$ cat src/rtl/bus_controller.sv
// rtl/bus_controller.sv - instruction sequencer driving register enables and bus driver selects
module bus_controller (
    input  logic        clk,
    input  logic        rst_n,
    input  logic        run,
    input  logic [22:0] instr,
    output logic [22:0] code,
    output logic [19:0] r_en_OH,
    output logic [19:0] tri_controller_OH,
    output logic        busy,
    output logic        done
);

    typedef enum logic [1:0] {IDLE, T1, T2, T3} state_t;

    state_t      state_q, state_d;
    logic [22:0] code_q, code_d;

    logic [2:0]  op;
    logic [2:0]  rx;
    logic [2:0]  ry;
    logic        is_alu;
    logic [19:0] rx_oh;
    logic [19:0] ry_oh;

    localparam logic [19:0] G_OH   = 20'd1 << 9;
    localparam logic [19:0] A_OH   = 20'd1 << 10;
    localparam logic [19:0] IMM_OH = 20'd1 << 10;

    assign op     = code_q[22:20];
    assign rx     = code_q[19:17];
    assign is_alu = code_q[16];
    assign ry     = code_q[2:0];
    assign rx_oh  = 20'd1 << rx;
    assign ry_oh  = 20'd1 << ry;

    always_ff @(posedge clk or negedge rst_n) begin
        if (!rst_n) begin
            state_q <= IDLE;
            code_q  <= '0;
        end else begin
            state_q <= state_d;
            code_q  <= code_d;
        end
    end

    // Outputs depend only on state and latched code, so one-hotness holds by construction.
    always_comb begin
        state_d           = state_q;
        code_d            = code_q;
        r_en_OH           = '0;
        tri_controller_OH = '0;
        done              = 1'b0;
        case (state_q)
            IDLE: begin
                if (run) begin
                    code_d  = instr;
                    state_d = T1;
                end
            end
            T1: begin
                if (is_alu) begin
                    tri_controller_OH = rx_oh;
                    r_en_OH           = A_OH;
                    state_d           = T2;
                end else begin
                    done    = 1'b1;
                    state_d = IDLE;
                    if (op == 3'b000) begin
                        tri_controller_OH = ry_oh;
                        r_en_OH           = rx_oh;
                    end else if (op == 3'b001) begin
                        tri_controller_OH = IMM_OH;
                        r_en_OH           = rx_oh;
                    end
                end
            end
            T2: begin
                tri_controller_OH = ry_oh;
                r_en_OH           = G_OH;
                state_d           = T3;
            end
            T3: begin
                tri_controller_OH = G_OH;
                r_en_OH           = rx_oh;
                done              = 1'b1;
                state_d           = IDLE;
            end
            default: state_d = IDLE;
        endcase
    end

    assign code = code_q;
    assign busy = (state_q != IDLE);

endmodule

$ cat config.mk
export PLATFORM = sky130hd
export DESIGN_NAME = bus_controller
export DESIGN_NICKNAME = d
export VERILOG_FILES = /design/src/rtl/bus_controller.sv
export SDC_FILE = /design/constraint.sdc
export NUM_CORES = 1
export LEC_CHECK = 0
export CORE_UTILIZATION = 40
export DETAILED_ROUTE_END_ITERATION = 8
export PLACE_DENSITY = 0.85
export REMOVE_ABC_BUFFERS = 1
export SKIP_LAST_GASP = 1
export SLEW_MARGIN = 20
export SYNTH_ARGS = -nofsm -noshare
export SYNTH_HDL_FRONTEND = slang
export SYNTH_SLANG_ARGS = --single-unit
$ cat constraint.sdc
create_clock -name clk -period 4.4 [get_ports clk]
set_clock_uncertainty 0.05 [all_clocks]
set_input_delay 1.32 -clock clk [delete_from_list [all_inputs] [get_ports clk]]
set_output_delay 1.32 -clock clk [all_outputs]
set_load 0.03 [all_outputs]
==> impl_metrics.py <==
metrics = {
    "run_status": {
        "outcome": "finished, final reports clean",
    },
    "critical_path": {
        "cp_data_required_time_ps": 3030,
        "r2r_start": "state_q[0]",
        "endpoint_kind": "output port",
        "reg2reg_depth": 3,
        "worstPathMaxFanout": 8,
        "r2r_end": "code[4]",
        "start_kind": "flop",
        "arrival_ps": 2320,
        "worstSetupPathType": "reg2out",
        "reg2reg_slack_ps": 2640,
    },
    "global_route": {
        "antenna_found_initial": 0,
        "grt_first_pass_wirelength_mm": 5.24,
        "grt_pass1_vias": 1129,
        "grt_overflow": 0,
        "track_usage_pct": 16.5,
        "grt_max_degree": 26,
    },
    "die": {
        "ios": 91,
        "core_um2": 3660,
        "start_util_pct": 41.6,
        "rows": 22,
        "die_x_um": 63.7,
        "die_area_um2": 4050,
        "die_y_um": 63.7,
    },
    "cts": {
        "cts_tree": "built",
        "root_buffer": "clkbuf_8",
        "numCtsBuffers": 3,
        "clkLatencyLatePin_ps": 260,
        "ctsHoldBuffers": 0,
        "cts_sinks": 25,
        "post-cts-setup-buffer-count": 0,
        "h-tree-depth": 1,
        "cts_buffer_depth": 2,
        "post_cts_resized": 0,
        "clk_pin_slew_ps": 80,
    },
    "timing": {
        "slew_viol_final": 0,
        "setup_violations": 0,
        "setup_slack_ps": 707,
        "min_period_ps": 3690,
        "max_freq_ghz": 0.271,
        "hold_viol": 0,
        "worst_pin_slew_ps": 544,
        "slew_headroom_pct": 63.7,
        "finalSetupTns_ps": 0,
        "grt_setup_unrepaired": "no",
        "whs_ps": 462,
        "period_share_pct": 83.9,
    },
    "final_layout": {
        "num_antenna_cells": 0,
        "fin_nets": 225,
        "layout.cells.non_filler": 246,
        "final_util_pct": 60.2,
        "drive_gt1_share_pct": 18.2,
        "area_growth_pct": 44.9,
        "final_area_um2": 2200,
    },
    "place": {
        "dpl_worst_slack_ps": 1040,
        "place_inst": 242,
        "hpwlAfterDp_mm": 2.25,
        "place_congestion": 0.820,
        "portBuffers": 70,
        "placed_area_um2": 2160,
    },
    "pwr": {
        "p_leak_nw": 0.938,
        "internal-power_uw": 911,
        "p_comb_share_pct": 62.7,
        "power_density_nw_per_um2": 759,
        "totalPowerFinal_mw": 1.67,
        "switching_share_pct": 45.5,
        "seqPwrFrac_pct": 29.3,
        "clockPowerShare_pct": 8.0,
        "p_sw_uw": 761,
        "irDropWorstVdd_mv": 0.355,
    },
    "synthesis": {
        "yosys.area_share.simple_pct": 15.5,
        "synth.most_common_cell": "dfrtp_1",
        "yosys_warnings": 0,
        "ys_seq_area_share_pct": 41.1,
        "synth_area_per_cell_um2": 11.8,
        "async_flop_share_pct": 100,
        "synthTopCellsByArea": "dfrtp_1, mux2_4, buf_4, buf_12, o41ai_1",
        "synth_common_cells": "dfrtp_1, buf_4, mux2_4",
        "synthMuxAreaShare_pct": 22.0,
        "synth.largest_area_cell": "dfrtp_1",
        "synthAdderAreaFrac_pct": 0,
        "synthDominantCellAreaShare_pct": 41.1,
        "synth_compound_area_share_pct": 6.66,
        "syn_area_um2": 1520,
        "synth-edff-count": 0,
        "synth_cell_types": 34,
        "syn_inst": 129,
        "ys_ff_latch": 25,
        "synthXorXnorAreaFrac_pct": 0,
        "synth_top_family_by_area": "multiplexers",
        "synthFlopType": "dfrtp_1",
    },
    "route": {
        "wl_per_cell_um": 12.3,
        "vias": 1147,
        "antenna_left": 0,
        "viasPerCell": 4.66,
        "drc_errors": 0,
        "routed_wl_mm": 3.03,
        "dr.first_iter.drc_count": 95,
        "dr.pass1.iters": 4,
    },
    "min_path": {
        "min_path_type": "reg2reg",
        "hp-start": "code[8]",
        "min_path_cells": 1,
        "hold_end": "code[8]",
    },
    "job": {
        "cap_violations": 0,
    },
}
[critical path, stage by stage, from the launching register on]
cell             delay (ps)
dfrtp_1                 470
nor3_4                  310
a31oi_4                 180
o41ai_1                 350
clkdlybuf4s50_1         750
[flip-flops by register name, summed over array words and instances, names as in the netlist, named ones only]
name / count
code: 23
state_q: 1
[final cells by class]
cell class	count	area (um2)
clock buffer	4	45.0
multi-input combinational	93	747
inverter	5	18.8
timing repair buffer	71	708
fill	307	1460
tap	48	60.1
sequential	25	626
[logic make-up (layout without fill, tap and decap cells)]
kind of cell	Yosys count	count (layout)
DFF	25	25
other	1	20
muxes	23	23
and+or+nand+nor	37	37
AOI/OAI and AO/OA	13	13
buffers and inverters	30	80
[placed cells by master, fill, tap and decap left out, types with 2 or more instances in the layout]
cell type and n:
mux2_2 3, nor3_1 4, nor2b_1 2, conb_1 20, inv_1 5, nand2_1 7, mux2_4 20, nor2_1 4
o21ai_1 4, dfrtp_1 25, nand3_1 6, clkdlybuf4s50_1 70, clkbuf_8 3, o41ai_1 4, nand2b_1 2
[routing by layer]
layer / up-vias / share of wire, % / GRT usage [%]
met5: - / 0 / 0
met4: 0 / 0 / 3.41
met3: 0 / 8.1 / 4.17
met2: 61 / 50 / 28.6
met1: 537 / 42 / 20.4
li1: 549 / - / -
[power groups by stage]
stage,Sequential (mW),Combinational (mW),Clock (mW)
6_report,0.491,1.05,0.133
5_1_grt,0.521,1.11,0.152
4_1_cts,0.490,1.06,0.142
3_5_place_dp,0.489,1.06,0
3_3_place_gp,0.489,1.04,0
2_1_floorplan,0.686,0.465,0
[worst max-delay path by stage]
stage | from | to | slack, ps | cells past startpoint
detailed placement | code[16] | tri_controller_OH[1] | 1040 | 4
global placement | code[16] | tri_controller_OH[0] | 1140 | 4
floorplan | code[16] | tri_controller_OH[0] | 1020 | 3
finish | code[16] | tri_controller_OH[1] | 710 | 4
CTS | code[16] | tri_controller_OH[1] | 730 | 4
global route | code[16] | tri_controller_OH[1] | 550 | 4
No activity file was read; power rests on OpenSTA's default activity.
